### config.mk
export PLATFORM = sky130hd
export DESIGN_NAME = bpd_update_fork_flat
export DESIGN_NICKNAME = d
export VERILOG_FILES = /design/src/rtl/bpd_update_pkg.sv /design/src/rtl/bpd_update_fork_if.sv /design/src/rtl/bpd_update_fifo_ram.sv /design/src/rtl/bpd_update_fork.sv /design/src/flat_wrapper.sv
export SDC_FILE = /design/constraint.sdc
export NUM_CORES = 1
export LEC_CHECK = 0
export ABC_AREA = 0
export BUFFER_PORTS_ARGS = -buffer_cell sky130_fd_sc_hd__buf_2
export CAP_MARGIN = 15
export CORE_AREA = 5 5 345 347
export CTS_BUF_LIST = sky130_fd_sc_hd__clkbuf_4
export DETAILED_ROUTE_END_ITERATION = 12
export DIE_AREA = 0 0 350 352
export GPL_TIMING_DRIVEN = 0
export REMOVE_ABC_BUFFERS = 1
export SLEW_MARGIN = 15
export SYNTH_ARGS = -nofsm -noshare
export SYNTH_HDL_FRONTEND = slang
export SYNTH_SLANG_ARGS = --single-unit
### constraint.sdc
create_clock -name clock -period 10.8 [get_ports clock]
set_clock_uncertainty 0.15 [all_clocks]
set_input_delay 0 -clock clock [delete_from_list [all_inputs] [get_ports clock]]
set_output_delay 0 -clock clock [all_outputs]
set_load 0.02 [all_outputs]
### src/rtl/bpd_update_pkg.sv
// Shared branch-predictor update bundle: field widths, bit offsets inside the
// packed word (LSB first) and the matching packed struct.
package bpd_update_pkg;

    localparam int PC_W      = 40;
    localparam int BR_MASK_W = 4;
    localparam int CFI_IDX_W = 2;
    localparam int GHIST_W   = 64;
    localparam int RAS_IDX_W = 5;
    localparam int META_W    = 125;

    localparam int IS_MISPREDICT_OFF  = 0;
    localparam int IS_REPAIR_OFF      = IS_MISPREDICT_OFF + 1;
    localparam int PC_OFF             = IS_REPAIR_OFF + 1;
    localparam int BR_MASK_OFF        = PC_OFF + PC_W;
    localparam int CFI_IDX_VALID_OFF  = BR_MASK_OFF + BR_MASK_W;
    localparam int CFI_IDX_BITS_OFF   = CFI_IDX_VALID_OFF + 1;
    localparam int CFI_TAKEN_OFF      = CFI_IDX_BITS_OFF + CFI_IDX_W;
    localparam int CFI_MISPRED_OFF    = CFI_TAKEN_OFF + 1;
    localparam int CFI_IS_BR_OFF      = CFI_MISPRED_OFF + 1;
    localparam int CFI_IS_JAL_OFF     = CFI_IS_BR_OFF + 1;
    localparam int GHIST_OLD_OFF      = CFI_IS_JAL_OFF + 1;
    localparam int GHIST_CUR_NT_OFF   = GHIST_OLD_OFF + GHIST_W;
    localparam int GHIST_NEW_NT_OFF   = GHIST_CUR_NT_OFF + 1;
    localparam int GHIST_NEW_T_OFF    = GHIST_NEW_NT_OFF + 1;
    localparam int GHIST_RAS_IDX_OFF  = GHIST_NEW_T_OFF + 1;
    localparam int LHIST_0_OFF        = GHIST_RAS_IDX_OFF + RAS_IDX_W;
    localparam int TARGET_OFF         = LHIST_0_OFF + 1;
    localparam int META_0_OFF         = TARGET_OFF + PC_W;

    // Declared MSB first so that field offsets above match the packed layout.
    typedef struct packed {
        logic [META_W-1:0]    meta_0;
        logic [PC_W-1:0]      target;
        logic                 lhist_0;
        logic [RAS_IDX_W-1:0] ghist_ras_idx;
        logic                 ghist_new_saw_branch_taken;
        logic                 ghist_new_saw_branch_not_taken;
        logic                 ghist_current_saw_branch_not_taken;
        logic [GHIST_W-1:0]   ghist_old_history;
        logic                 cfi_is_jal;
        logic                 cfi_is_br;
        logic                 cfi_mispredicted;
        logic                 cfi_taken;
        logic [CFI_IDX_W-1:0] cfi_idx_bits;
        logic                 cfi_idx_valid;
        logic [BR_MASK_W-1:0] br_mask;
        logic [PC_W-1:0]      pc;
        logic                 is_repair_update;
        logic                 is_mispredict_update;
    } bpd_update_t;

    localparam int UPD_W = $bits(bpd_update_t);

endpackage

### src/rtl/bpd_update_fork_if.sv
// Handshake bundle of the update fork: merged input stream, two output ports,
// flush and occupancy. slave = the fork itself, master = its environment.
interface bpd_update_fork_if #(
    parameter int UPD_W = bpd_update_pkg::UPD_W,
    parameter int CNT_W = 3
);
    logic             io_in_valid;
    logic             io_in_ready;
    logic [UPD_W-1:0] io_in_bits;
    logic             io_in_chosen;
    logic             io_flush;
    logic             io_out_0_valid;
    logic             io_out_0_ready;
    logic [UPD_W-1:0] io_out_0_bits;
    logic             io_out_1_valid;
    logic             io_out_1_ready;
    logic [UPD_W-1:0] io_out_1_bits;
    logic             io_out_chosen;
    logic [CNT_W-1:0] io_count;

    modport slave (
        input  io_in_valid, io_in_bits, io_in_chosen, io_flush,
               io_out_0_ready, io_out_1_ready,
        output io_in_ready, io_out_0_valid, io_out_0_bits,
               io_out_1_valid, io_out_1_bits, io_out_chosen, io_count
    );

    modport master (
        output io_in_valid, io_in_bits, io_in_chosen, io_flush,
               io_out_0_ready, io_out_1_ready,
        input  io_in_ready, io_out_0_valid, io_out_0_bits,
               io_out_1_valid, io_out_1_bits, io_out_chosen, io_count
    );
endinterface

### src/rtl/bpd_update_fifo_ram.sv
// Simple dual-port storage with registered read; a same-cycle write to the
// address being read is forwarded so a fresh head is visible one cycle later.
module bpd_update_fifo_ram #(
    parameter int DEPTH = 4,
    parameter int WIDTH = 292
) (
    input  logic                     clk,
    input  logic                     we,
    input  logic [$clog2(DEPTH)-1:0] waddr,
    input  logic [WIDTH-1:0]         wdata,
    input  logic [$clog2(DEPTH)-1:0] raddr,
    output logic [WIDTH-1:0]         rdata
);
    logic [WIDTH-1:0] mem [DEPTH];
    logic [WIDTH-1:0] rdata_reg;

    always_ff @(posedge clk) begin
        if (we) begin
            mem[waddr] <= wdata;
        end
        rdata_reg <= (we && (waddr == raddr)) ? wdata : mem[raddr];
    end

    assign rdata = rdata_reg;
endmodule

### src/rtl/bpd_update_fork.sv
// Buffers merged predictor updates and forks each head to two consumers;
// repair updates go only to port 0, and the head pops once every port is done.
module bpd_update_fork #(
    parameter int DEPTH = 4,
    parameter int UPD_W = bpd_update_pkg::UPD_W
) (
    input logic              clock,
    input logic              reset,
    bpd_update_fork_if.slave io
);
    import bpd_update_pkg::*;

    localparam int PTR_W = $clog2(DEPTH);
    localparam int CNT_W = PTR_W + 1;

    logic [PTR_W-1:0] rd_ptr_reg, rd_ptr_next;
    logic [PTR_W-1:0] wr_ptr_reg, wr_ptr_next;
    logic [CNT_W-1:0] cnt_reg, cnt_next;
    logic [1:0]       sent_reg, sent_next, sent_hold;
    logic [1:0]       sent_eff, ready, valid, fire;
    logic [UPD_W:0]   ram_rdata;
    logic             empty, head_repair, push, pop, in_ready;

    assign empty       = (cnt_reg == '0);
    assign head_repair = ram_rdata[IS_REPAIR_OFF];
    assign in_ready    = (cnt_reg < CNT_W'(DEPTH)) & ~io.io_flush;
    assign push        = io.io_in_valid & in_ready;
    assign ready       = {io.io_out_1_ready, io.io_out_0_ready};
    // A repair head is never offered on port 1, so it counts as delivered there.
    assign sent_eff    = {sent_reg[1] | head_repair, sent_reg[0]};

    for (genvar gi = 0; gi < 2; gi++) begin : g_port
        assign valid[gi]     = ~empty & ~sent_eff[gi];
        assign fire[gi]      = valid[gi] & ready[gi];
        assign sent_hold[gi] = sent_reg[gi] | fire[gi];
    end

    assign pop = ~empty & (&(sent_eff | fire));

    always_ff @(posedge clock or negedge reset) begin
        if (!reset) begin
            rd_ptr_reg <= '0;
            wr_ptr_reg <= '0;
            cnt_reg    <= '0;
            sent_reg   <= '0;
        end else begin
            rd_ptr_reg <= rd_ptr_next;
            wr_ptr_reg <= wr_ptr_next;
            cnt_reg    <= cnt_next;
            sent_reg   <= sent_next;
        end
    end

    always_comb begin
        rd_ptr_next = rd_ptr_reg;
        wr_ptr_next = wr_ptr_reg;
        cnt_next    = cnt_reg;
        sent_next   = sent_reg;
        if (io.io_flush) begin
            rd_ptr_next = '0;
            wr_ptr_next = '0;
            cnt_next    = '0;
            sent_next   = '0;
        end else begin
            cnt_next = cnt_reg + CNT_W'(push) - CNT_W'(pop);
            if (push) begin
                wr_ptr_next = wr_ptr_reg + PTR_W'(1);
            end
            if (pop) begin
                rd_ptr_next = rd_ptr_reg + PTR_W'(1);
                sent_next   = '0;
            end else begin
                sent_next   = sent_hold;
            end
        end
    end

    // Read address is the next head so the registered read lines up with it.
    bpd_update_fifo_ram #(
        .DEPTH (DEPTH),
        .WIDTH (UPD_W + 1)
    ) u_ram (
        .clk   (clock),
        .we    (push),
        .waddr (wr_ptr_reg),
        .wdata ({io.io_in_chosen, io.io_in_bits}),
        .raddr (rd_ptr_next),
        .rdata (ram_rdata)
    );

    assign io.io_in_ready    = in_ready;
    assign io.io_out_0_valid = valid[0];
    assign io.io_out_1_valid = valid[1];
    assign io.io_out_0_bits  = empty ? '0 : ram_rdata[UPD_W-1:0];
    assign io.io_out_1_bits  = empty ? '0 : ram_rdata[UPD_W-1:0];
    assign io.io_out_chosen  = empty ? 1'b0 : ram_rdata[UPD_W];
    assign io.io_count       = cnt_reg;
endmodule

### src/flat_wrapper.sv
// flat-port wrapper written by rule: the top's interface ports become plain ports
module bpd_update_fork_flat import bpd_update_pkg::*;
#(
    parameter int DEPTH = 4,
    parameter int UPD_W = bpd_update_pkg::UPD_W
)
  (clock, reset, io_io_in_valid, io_io_in_bits, io_io_in_chosen, io_io_flush, io_io_out_0_ready, io_io_out_1_ready, io_io_in_ready, io_io_out_0_valid, io_io_out_0_bits, io_io_out_1_valid, io_io_out_1_bits, io_io_out_chosen, io_io_count);
  bpd_update_fork_if #(.UPD_W(UPD_W), .CNT_W(($clog2(DEPTH) + 1))) io_i ();
  input logic clock;
  input logic reset;
  input wire logic [$bits(io_i.io_in_valid)-1:0] io_io_in_valid;
  input wire logic [$bits(io_i.io_in_bits)-1:0] io_io_in_bits;
  input wire logic [$bits(io_i.io_in_chosen)-1:0] io_io_in_chosen;
  input wire logic [$bits(io_i.io_flush)-1:0] io_io_flush;
  input wire logic [$bits(io_i.io_out_0_ready)-1:0] io_io_out_0_ready;
  input wire logic [$bits(io_i.io_out_1_ready)-1:0] io_io_out_1_ready;
  output wire logic [$bits(io_i.io_in_ready)-1:0] io_io_in_ready;
  output wire logic [$bits(io_i.io_out_0_valid)-1:0] io_io_out_0_valid;
  output wire logic [$bits(io_i.io_out_0_bits)-1:0] io_io_out_0_bits;
  output wire logic [$bits(io_i.io_out_1_valid)-1:0] io_io_out_1_valid;
  output wire logic [$bits(io_i.io_out_1_bits)-1:0] io_io_out_1_bits;
  output wire logic [$bits(io_i.io_out_chosen)-1:0] io_io_out_chosen;
  output wire logic [$bits(io_i.io_count)-1:0] io_io_count;
  assign io_i.io_in_valid = io_io_in_valid;
  assign io_i.io_in_bits = io_io_in_bits;
  assign io_i.io_in_chosen = io_io_in_chosen;
  assign io_i.io_flush = io_io_flush;
  assign io_i.io_out_0_ready = io_io_out_0_ready;
  assign io_i.io_out_1_ready = io_io_out_1_ready;
  assign io_io_in_ready = io_i.io_in_ready;
  assign io_io_out_0_valid = io_i.io_out_0_valid;
  assign io_io_out_0_bits = io_i.io_out_0_bits;
  assign io_io_out_1_valid = io_i.io_out_1_valid;
  assign io_io_out_1_bits = io_i.io_out_1_bits;
  assign io_io_out_chosen = io_i.io_out_chosen;
  assign io_io_count = io_i.io_count;
  bpd_update_fork #(.DEPTH(DEPTH), .UPD_W(UPD_W)) u_core (.clock(clock), .reset(reset), .io(io_i));
endmodule
==> metrics.md, run 1 <==
| Metric | Value |
|---|---|
| Final Power | `14.9 mW` |
| CP Max Fanout | `48` |
| Share of power burned in registers | `36.2%` |
| Area growth, synth to finish | `37.0%` |
| Number of flip-flops in the largest register | `1,168` |
| Net Sw Power | `5.43 mW` |
| Critical-path top delay cell | `dfxtp_4` |
| Row cnt | `125` |
| Critical path arrival | `5.44 ns` |
| Final min period | `4.61 ns` |
| Int Pwr | `9.47 mW` |
| Root buffer cell | `clkbuf_4` |
| Core footprint | `116,000 sq um` |
| Drt drc | `0` |
| First-pass GRT wire length | `177 mm` |
| Worst-Margin Slew | `0.814 ns` |
| Rel. slew slack | `45.7%` |
| Port bufs | `886` |
| Design area | `64,300 sq um` |
| Switching share of total power | `36.5%` |
| RSZ-0062 raised after global routing | `false` |
| Final worst setup slack | `6.19 ns` |
| Top area cells in the synthesized netlist | `edfxtp_1, mux4_2, buf_4, and2_1, buf_6` |
| Crit-path max cell delay | `0.80 ns` |
| Worst path top cell family by delay | `buffers and inverters` |
| Synth unique cells | `31` |
| Crit. End Element | `register` |
| Finished Layout Cells | `5,683` |
| Pre-CTS WS | `7.37 ns` |
| Die height | `352 um` |
| Data required, critical path | `11.63 ns` |
| CTS Sinks | `1,179` |
| Antenna Nets Post-Route | `0` |
| Initial antenna violation count | `9` |
| CP Launch Type | `register` |
| Final hold vios | `0` |
| Mapped Area | `46,900 sq um` |
| Leak | `23.7 nW` |
| Comb pwr share | `38.6%` |
| Largest net degree at the start of global routing | `71` |
| Final period util | `42.7%` |
| Avg Cell Area, Syn | `21.3 sq um` |
| Final Max Tran Viols | `0` |
| Post-synth top area cell | `edfxtp_1` |
| Synth warn | `0` |
| Share of cells above drive strength 1 | `41.3%` |
| Final Util | `55.7%` |
| Clk buf depth | `4` |
| Max frequency | `0.217 GHz` |
| Hpwl dp | `68.5 mm` |
| Total Routed Length | `116 mm` |
| Setup CP Type | `reg -> reg` |
| Post-Place Cells | `4,268` |
| Postcts setup bufs | `0` |
| CP Cell Sequence | `buf_16 > mux2_4 > nor4_2 > nor3_1 > dlygate4sd3_1 > ha_1 > inv_1 > ha_1 > inv_1 > fa_1 > xnor2_1 > nor2_1 > dlygate4sd3_1` |
| WL/cell | `20.4 um` |
| Register area share after synthesis | `75.3%` |
| Initial core utilization | `40.6%` |
| Vias | `27,500` |
| Post-synthesis cell count | `2,204` |
| Die ar. | `123,000 sq um` |
| Top-area cell type share of the netlist area | `74.7%` |
| Max Cap Viol | `0` |
| Congestion Overflow GR | `0` |
| Most flops, register | `u_core.u_ram.mem` |
| Pwr per Cell Area | `232 nW/um^2` |
| # IOs | `887` |
| Placed cell areas | `51,700 sq um` |
| Buffers & Inverters on Critical Path | `5` |
| Total CTS buffers | `324` |
| Maximum vdd drop | `0.176 mV` |
| Number of global-route vias before repair | `31,100` |
| Run status | `complete, no violations` |
| Nets | `4,256` |
| Final setup viols | `0` |
| Hold Path Class | `in -> reg` |
| Drt initial violations | `1,548` |
| Clock latency at the later pin of the worst-skew pair | `1.10 ns` |
| GPL Wtd Cong | `0.741` |
| Die width | `350 um` |
| Clk network pwr share | `25.2%` |
| Most frequent cells in the layout | `edfxtp_1, buf_2, dlygate4sd3_1` |
| Synth Register Bits | `1,179` |
| H-Tree Depth | `5` |
| Total track usage | `18.6%` |
| TritonCTS clock tree | `done` |
| Vias per cell | `4.84` |
| Clock-pin slew on the worst setup and hold paths | `0.07 ns` |
| Most common cell after layout, fill and taps aside | `edfxtp_1` |
| Number of detailed-route iterations in the first pass | `5` |
synth_stat cells, drive strengths merged:
cell type and count:
edfxtp 1168, buf 356, and2 292, mux4 291
clkbuf 35, dfrtp 9, nor2 8, ha 6
inv 5, and3 4, nor3 4, mux2 3
nor2b 3, a21oi 2, dfxtp 2, nand2 2
nor4b 2, o31ai 2, xnor2 2, a31oi 1
fa 1, mux2i 1, nor4 1, o21ai 1
or3 1, or4 1, xor2 1
routing by layer:
layer  vias up  share of wire (%)  global-route usage, %
li1      12200                  -                      -
met1     14000                 36                   20.2
met3       220                6.6                   4.93
met4         2                2.7                   6.82
met5         -             0.0060                      0
met2      1118                 55                   34.6
power groups by stage:
stage / clock [mW] / sequential, mW / combinational (mW)
2_1_floorplan: 0 / 5.74 / 3.62
3_3_place_gp: 0 / 5.91 / 5.36
3_5_place_dp: 0 / 5.49 / 5.50
4_1_cts: 3.90 / 5.39 / 5.78
5_1_grt: 4.19 / 5.41 / 6.07
6_report: 3.76 / 5.39 / 5.75
final cells by class:
class,instances,area (sq um)
fill,8736,51200
sequential,1179,35300
timing repair buffer,1812,14500
multi-input combinational,629,8770
clock buffer,455,3420
tap,1524,1910
clock inverter,70,395
antenna,9,22.5
inverter,5,18.8
per-stage QoR:
stage / TNS (ns) / hold WS (ns)
global route: 0 / 0.00166
global placement: -8868.99 / -0.292
detailed placement: 0 / -0.282
finish: 0 / 0.192
CTS: 0 / 0.00678
floorplan: -1474.25 / -0.446
kinds of logic after synthesis:
group,after synthesis,synth area share [%]
and+or+nand+nor,318,4.23
DFF,1179,75.3
buffers and inverters,396,6.09
muxes,295,14.1
xor gates and xnor gates,3,0.0560
adders and majority gates,7,0.203
AOI/OAI and AO/OA,6,0.0773
worst min-delay path, delay by kind of cell:
kind / cells / cell delay, ns
buffers and inverters: 3 / 1.24
final timing paths:
kind / from / to / slack [ns] / cells after the start
worst max-delay path: register / u_core.io.io_count[2]$_DFF_PN0_ / 6.19 / 13
worst min-delay path: io_io_in_bits[69] / u_core.u_ram.mem[2][69]$_DFFE_PP_ / 0.19 / 3
worst max register to register: register / u_core.io.io_count[2]$_DFF_PN0_ / 6.19 / 13
worst min register to register: u_core.rd_ptr_reg[0]$_DFF_PN0_ / register / 0.47 / 2
max in group asynchronous: reset / u_core.rd_ptr_reg[1]$_DFF_PN0_ / 9.87 / 4
min in group asynchronous: reset / u_core.io.io_count[2]$_DFF_PN0_ / 0.31 / 4
what timing repair did:
action / in CTS / in global routing
hold buffers: 881 / 0
endpoints found under the setup margin: 0 / 0
resized for setup: 0 / 0
endpoints found under the hold margin: 2342 / 0
Power figures use the tool's default switching activity.
==> inputs of run 2 (changes only) <==
- clock period: 10.8 -> 4.25 ns (I/O delays scaled with it)
==> metrics.md, run 2 (synthesis results as in run 1) <==
| Metric | Value |
|---|---|
| Max Cap Viol | `0` |
| Setup CP Type | `reg -> reg` |
| Port bufs | `886` |
| Final min period | `4.00 ns` |
| Most frequent cells in the layout | `edfxtp_1, buf_2, dlygate4sd3_1` |
| Drt initial violations | `1,516` |
| Drt drc | `0` |
| Die height | `352 um` |
| Worst path top cell family by delay | `buffers and inverters` |
| Core footprint | `116,000 sq um` |
| Data required, critical path | `5.08 ns` |
| WL/cell | `20.4 um` |
| Final hold vios | `0` |
| CP Max Fanout | `48` |
| Die ar. | `123,000 sq um` |
| FILL cells | `8,738` |
| Most flops, register | `u_core.u_ram.mem` |
| TritonCTS clock tree | `done` |
| Root buffer cell | `clkbuf_4` |
| Crit-path max cell delay | `0.79 ns` |
| Vias per cell | `4.83` |
| Pre-CTS WS | `0.817 ns` |
| Pwr per Cell Area | `589 nW/um^2` |
| Number of detailed-route iterations in the first pass | `7` |
| Total track usage | `18.5%` |
| Share of cells above drive strength 1 | `41.4%` |
| Clock latency at the later pin of the worst-skew pair | `1.09 ns` |
| Max frequency | `0.250 GHz` |
| Crit. End Element | `register` |
| Total Routed Length | `116 mm` |
| Row cnt | `125` |
| Final worst setup slack | `0.255 ns` |
| Total CTS buffers | `324` |
| Number of flip-flops in the largest register | `1,168` |
| Clock-pin slew on the worst setup and hold paths | `0.08 ns` |
| Hold Path Class | `in -> reg` |
| CTS Sinks | `1,179` |
| CP Launch Type | `register` |
| Largest net degree at the start of global routing | `71` |
| Hpwl dp | `68.5 mm` |
| Number of global-route vias before repair | `31,000` |
| Rel. slew slack | `47.2%` |
| Initial core utilization | `40.6%` |
| Vias | `27,500` |
| CP Cell Sequence | `buf_16 > mux2_4 > nor4_2 > nor3_1 > ha_1 > inv_1 > ha_1 > inv_1 > fa_1 > xnor2_1 > nor2_1 > dlygate4sd3_1` |
| Critical-path top delay cell | `dfxtp_4` |
| Congestion Overflow GR | `0` |
| H-Tree Depth | `5` |
| Setup TNS | `0 ns` |
| Final Max Tran Viols | `0` |
| Final setup viols | `0` |
| Design area | `64,400 sq um` |
| Area growth, synth to finish | `37.1%` |
| Most common cell after layout, fill and taps aside | `edfxtp_1` |
| Final period util | `94.0%` |
| Critical path arrival | `4.83 ns` |
| GPL Wtd Cong | `0.741` |
| Clk buf depth | `4` |
| Die width | `350 um` |
| Run status | `complete, no violations` |
| Placed cell areas | `51,700 sq um` |
| RSZ-0062 raised after global routing | `false` |
| First-pass GRT wire length | `176 mm` |
| Nets | `4,257` |
| Maximum vdd drop | `0.448 mV` |
| Leak | `23.7 nW` |
| Antenna Nets Post-Route | `0` |
| Buffers & Inverters on Critical Path | `4` |
| Initial antenna violation count | `10` |
| # IOs | `887` |
| Worst-Margin Slew | `0.792 ns` |
==> run 2: cell count changes in the layout (fill, tap and decap cells not counted), sizes merged <==
cell / before / now
diode: 9 / 11
buf: 931 / 932
==> run 2: final cells by class <==
cell class | count | area (sq um) | area share, %
clock buffer | 455 | 3420 | 5.31
sequential | 1179 | 35300 | 54.9
timing repair buffer | 1813 | 14500 | 22.5
antenna | 11 | 27.5 | 0.0428
tap | 1524 | 1910 | 2.96
clock inverter | 70 | 395 | 0.614
inverter | 5 | 18.8 | 0.0292
multi-input combinational | 629 | 8770 | 13.6
==> run 2: routing by layer <==
layer,part of all wire (%),track usage [%],wire length [um]
met3,6.5,4.86,7580
met4,2.4,6.45,2790
met2,55,34.7,63800
met5,0.0060,0,7
met1,36,20.1,41900
==> run 2: power breakdown <==
| group | switching (mW) | internal (mW) |
|---|---|---|
| clock | 4.43 | 5.13 |
| sequential | 0.221 | 13.5 |
| combinational | 9.15 | 5.48 |
| total | 13.8 | 24.1 |
==> run 2: path summary, 6_finish.rpt <==
check | end | slack (ns) | startpoint | depth (start not counted)
min in group asynchronous | u_core.sent_reg[0]$_DFF_PN0_ | 0.32 | reset | 4
max in group asynchronous | u_core.rd_ptr_reg[1]$_DFF_PN0_ | 3.32 | reset | 4
worst max-delay path | u_core.io.io_count[2]$_DFF_PN0_ | 0.25 | register | 12
worst min register to register | register | 0.45 | u_core.rd_ptr_reg[0]$_DFF_PN0_ | 2
worst min-delay path | u_core.u_ram.mem[2][69]$_DFFE_PP_ | 0.19 | io_io_in_bits[69] | 3
worst max register to register | u_core.io.io_count[2]$_DFF_PN0_ | 0.25 | register | 12
==> run 2: metrics by stage <==
| step | hold WS, ns | power (mW) | std cells | utilization [%] |
|---|---|---|---|---|
| final | 0.190 | 37.9 | 5686 | 55.7 |
| after global routing | 0.00166 | 39.8 | 5685 | 55.7 |
| after CTS | 0.00678 | 38.3 | 5674 | 55.6 |
| after detailed placement | -0.282 | 27.9 | 4268 | 44.7 |
| after global placement | -0.292 | 21.0 | 4223 | 43.6 |
| after floorplan | -0.446 | 21.8 | 1813 | - |
==> run 2: tightest hold or removal path, cell delays in order <==
cell,delay (ns)
dlygate4sd3_1,0.55
buf_2,0.10
dlygate4sd3_1,0.58
==> run 2: what timing repair did <==
action | in CTS | in global routing
endpoints found under the hold margin | 2342 | 0
hold buffers | 881 | 0
setup endpoints to repair | 0 | 80
gates resized for setup | 0 | 0
buffers inserted | 0 | 1
==> inputs of run 3 (changes only) <==
- CORE_AREA: 5 5 345 347 -> 2 2 342 344
- DIE_AREA: 0 0 350 352 -> 0 0 344 346
==> metrics.md, run 3 (synthesis results as in run 1) <==
| Metric | Value |
|---|---|
| Min Hold Slack | `0.275 ns` |
| Worst-Margin Slew | `0.678 ns` |
| Number of global-route vias before repair | `31,100` |
| Critical path arrival | `4.77 ns` |
| Final hold vios | `0` |
| Die ar. | `119,000 sq um` |
| Vias | `27,600` |
| Hpwl dp | `67.8 mm` |
| WL/cell | `20.2 um` |
| Rel. slew slack | `54.8%` |
| Number of flip-flops in the largest register | `1,168` |
| Die height | `346 um` |
| Initial core utilization | `40.7%` |
| Most common cell after layout, fill and taps aside | `edfxtp_1` |
| Clk buf depth | `4` |
| CTS Sinks | `1,179` |
| Setup TNS | `0 ns` |
| Hold Path Class | `in -> reg` |
| Most frequent cells in the layout | `edfxtp_1, dlygate4sd3_1, buf_2` |
| Max Cap Viol | `0` |
| Most flops, register | `u_core.u_ram.mem` |
| Final period util | `91.1%` |
| Initial antenna violation count | `7` |
| Pwr per Cell Area | `584 nW/um^2` |
| Port bufs | `886` |
| Final setup viols | `0` |
| RSZ-0062 raised after global routing | `false` |
| Total CTS buffers | `321` |
| Clock-pin slew on the worst setup and hold paths | `0.07 ns` |
| Max frequency | `0.258 GHz` |
| Clock latency at the later pin of the worst-skew pair | `1.15 ns` |
| H-Tree Depth | `5` |
| Post-CTS resize count | `0` |
| Area growth, synth to finish | `37.0%` |
| CP Max Fanout | `52` |
| Root buffer cell | `clkbuf_4` |
| Crit. End Element | `register` |
| Congestion Overflow GR | `0` |
| CP Launch Type | `register` |
| Drt drc | `0` |
| Leak | `23.7 nW` |
| Share of cells above drive strength 1 | `41.1%` |
| Final Power | `37.6 mW` |
| Final Max Tran Viols | `0` |
| Data required, critical path | `5.15 ns` |
| TritonCTS clock tree | `done` |
| GPL Wtd Cong | `0.753` |
| Run status | `complete, no violations` |
| Vias per cell | `4.86` |
| Total track usage | `19.1%` |
| Final min period | `3.87 ns` |
| First-pass GRT wire length | `173 mm` |
| Final worst setup slack | `0.378 ns` |
| Nets | `4,269` |
| Largest net degree at the start of global routing | `71` |
| Maximum vdd drop | `0.565 mV` |
| Core footprint | `115,000 sq um` |
| Setup CP Type | `reg -> reg` |
| Antenna Nets Post-Route | `0` |
| Total Routed Length | `114 mm` |
| Die width | `344 um` |
| Drt initial violations | `1,415` |
| Number of detailed-route iterations in the first pass | `7` |
| # IOs | `887` |
| Pre-CTS WS | `0.903 ns` |
| Row cnt | `125` |
==> run 3: changes by cell type in the layout (fill, tap and decap cells not counted), sizes merged, moves of 2 or more <==
cell | previous run | this run
dlygate4sd3 | 881 | 892
clkbuf | 455 | 446
clkinv | 55 | 43
inv | 14 | 12
buf | 932 | 936
diode | 11 | 6
bufinv | 4 | 2
==> run 3: through the flow <==
| stage | std cells | area (sq um) | utilization (%) |
|---|---|---|---|
| floorplan | 1813 | 44100 | - |
| CTS | 5664 | 64300 | 55.7 |
| global route | 5670 | 64300 | 55.7 |
| global placement | 4223 | 50400 | 43.7 |
| detailed placement | 4271 | 51700 | 44.8 |
| finish | 5670 | 64300 | 55.7 |
==> run 3: timing repair <==
action,in CTS,in global routing
hold buffers,892,0
endpoints found under the hold margin,2237,0
setup buffers,2,0
setup endpoints to repair,81,0
==> run 3: worst paths after layout <==
check                                                     start                        endpoint  slack, ns  depth (start not counted)
worst max register to register  u_core.io.io_count[2]$_DFF_PN0_  u_core.rd_ptr_reg[0]$_DFF_PN0_       0.38                          8
max in group asynchronous                                 reset    u_core.sent_reg[1]$_DFF_PN0_       2.76                          5
min in group asynchronous                                 reset  u_core.rd_ptr_reg[1]$_DFF_PN0_       0.83                          5
worst min-delay path                          io_io_out_1_ready    u_core.sent_reg[1]$_DFF_PN0_       0.27                          5
worst max-delay path            u_core.io.io_count[2]$_DFF_PN0_  u_core.rd_ptr_reg[0]$_DFF_PN0_       0.38                          8
worst min register to register     u_core.sent_reg[0]$_DFF_PN0_    u_core.sent_reg[0]$_DFF_PN0_       0.51                          2
==> run 3: power breakdown <==
part	internal [mW]	total, mW	switching (mW)
logic	5.50	14.7	9.18
registers	13.5	13.6	0.169
clock network	4.89	9.24	4.36
total	23.9	37.6	13.7
==> run 3: worst max-delay path, cell delays in order (launching register included) <==
cell,delay [ns]
dfrtp_1,0.50
or3_4,0.63
buf_16,0.29
o21ai_1,0.17
o31ai_1,0.22
dlygate4sd3_1,0.57
a21oi_1,0.06
dlygate4sd3_1,0.58
dlygate4sd3_1,0.58
==> run 3: per-layer routing <==
metal  share of wire (%)  vias up  GRT usage (%)
met5               0.030        -              0
met4                 2.6        6           7.86
met3                 6.3      206           5.21
met2                  55     1134           35.3
met1                  36    14100           20.4
li1                    -    12200              -
==> run 3: layout make-up <==
| cell class | count | area [sq um] |
|---|---|---|
| Fill cell | 8824 | 51100 |
| Sequential cell | 1179 | 35300 |
| Timing Repair Buffer | 1828 | 14700 |
| Multi-Input combinational cell | 629 | 8770 |
| Clock buffer | 446 | 3350 |
| Tap cell | 1524 | 1910 |
| Clock inverter | 53 | 273 |
| Inverter | 5 | 18.8 |
| Antenna cell | 6 | 15.0 |
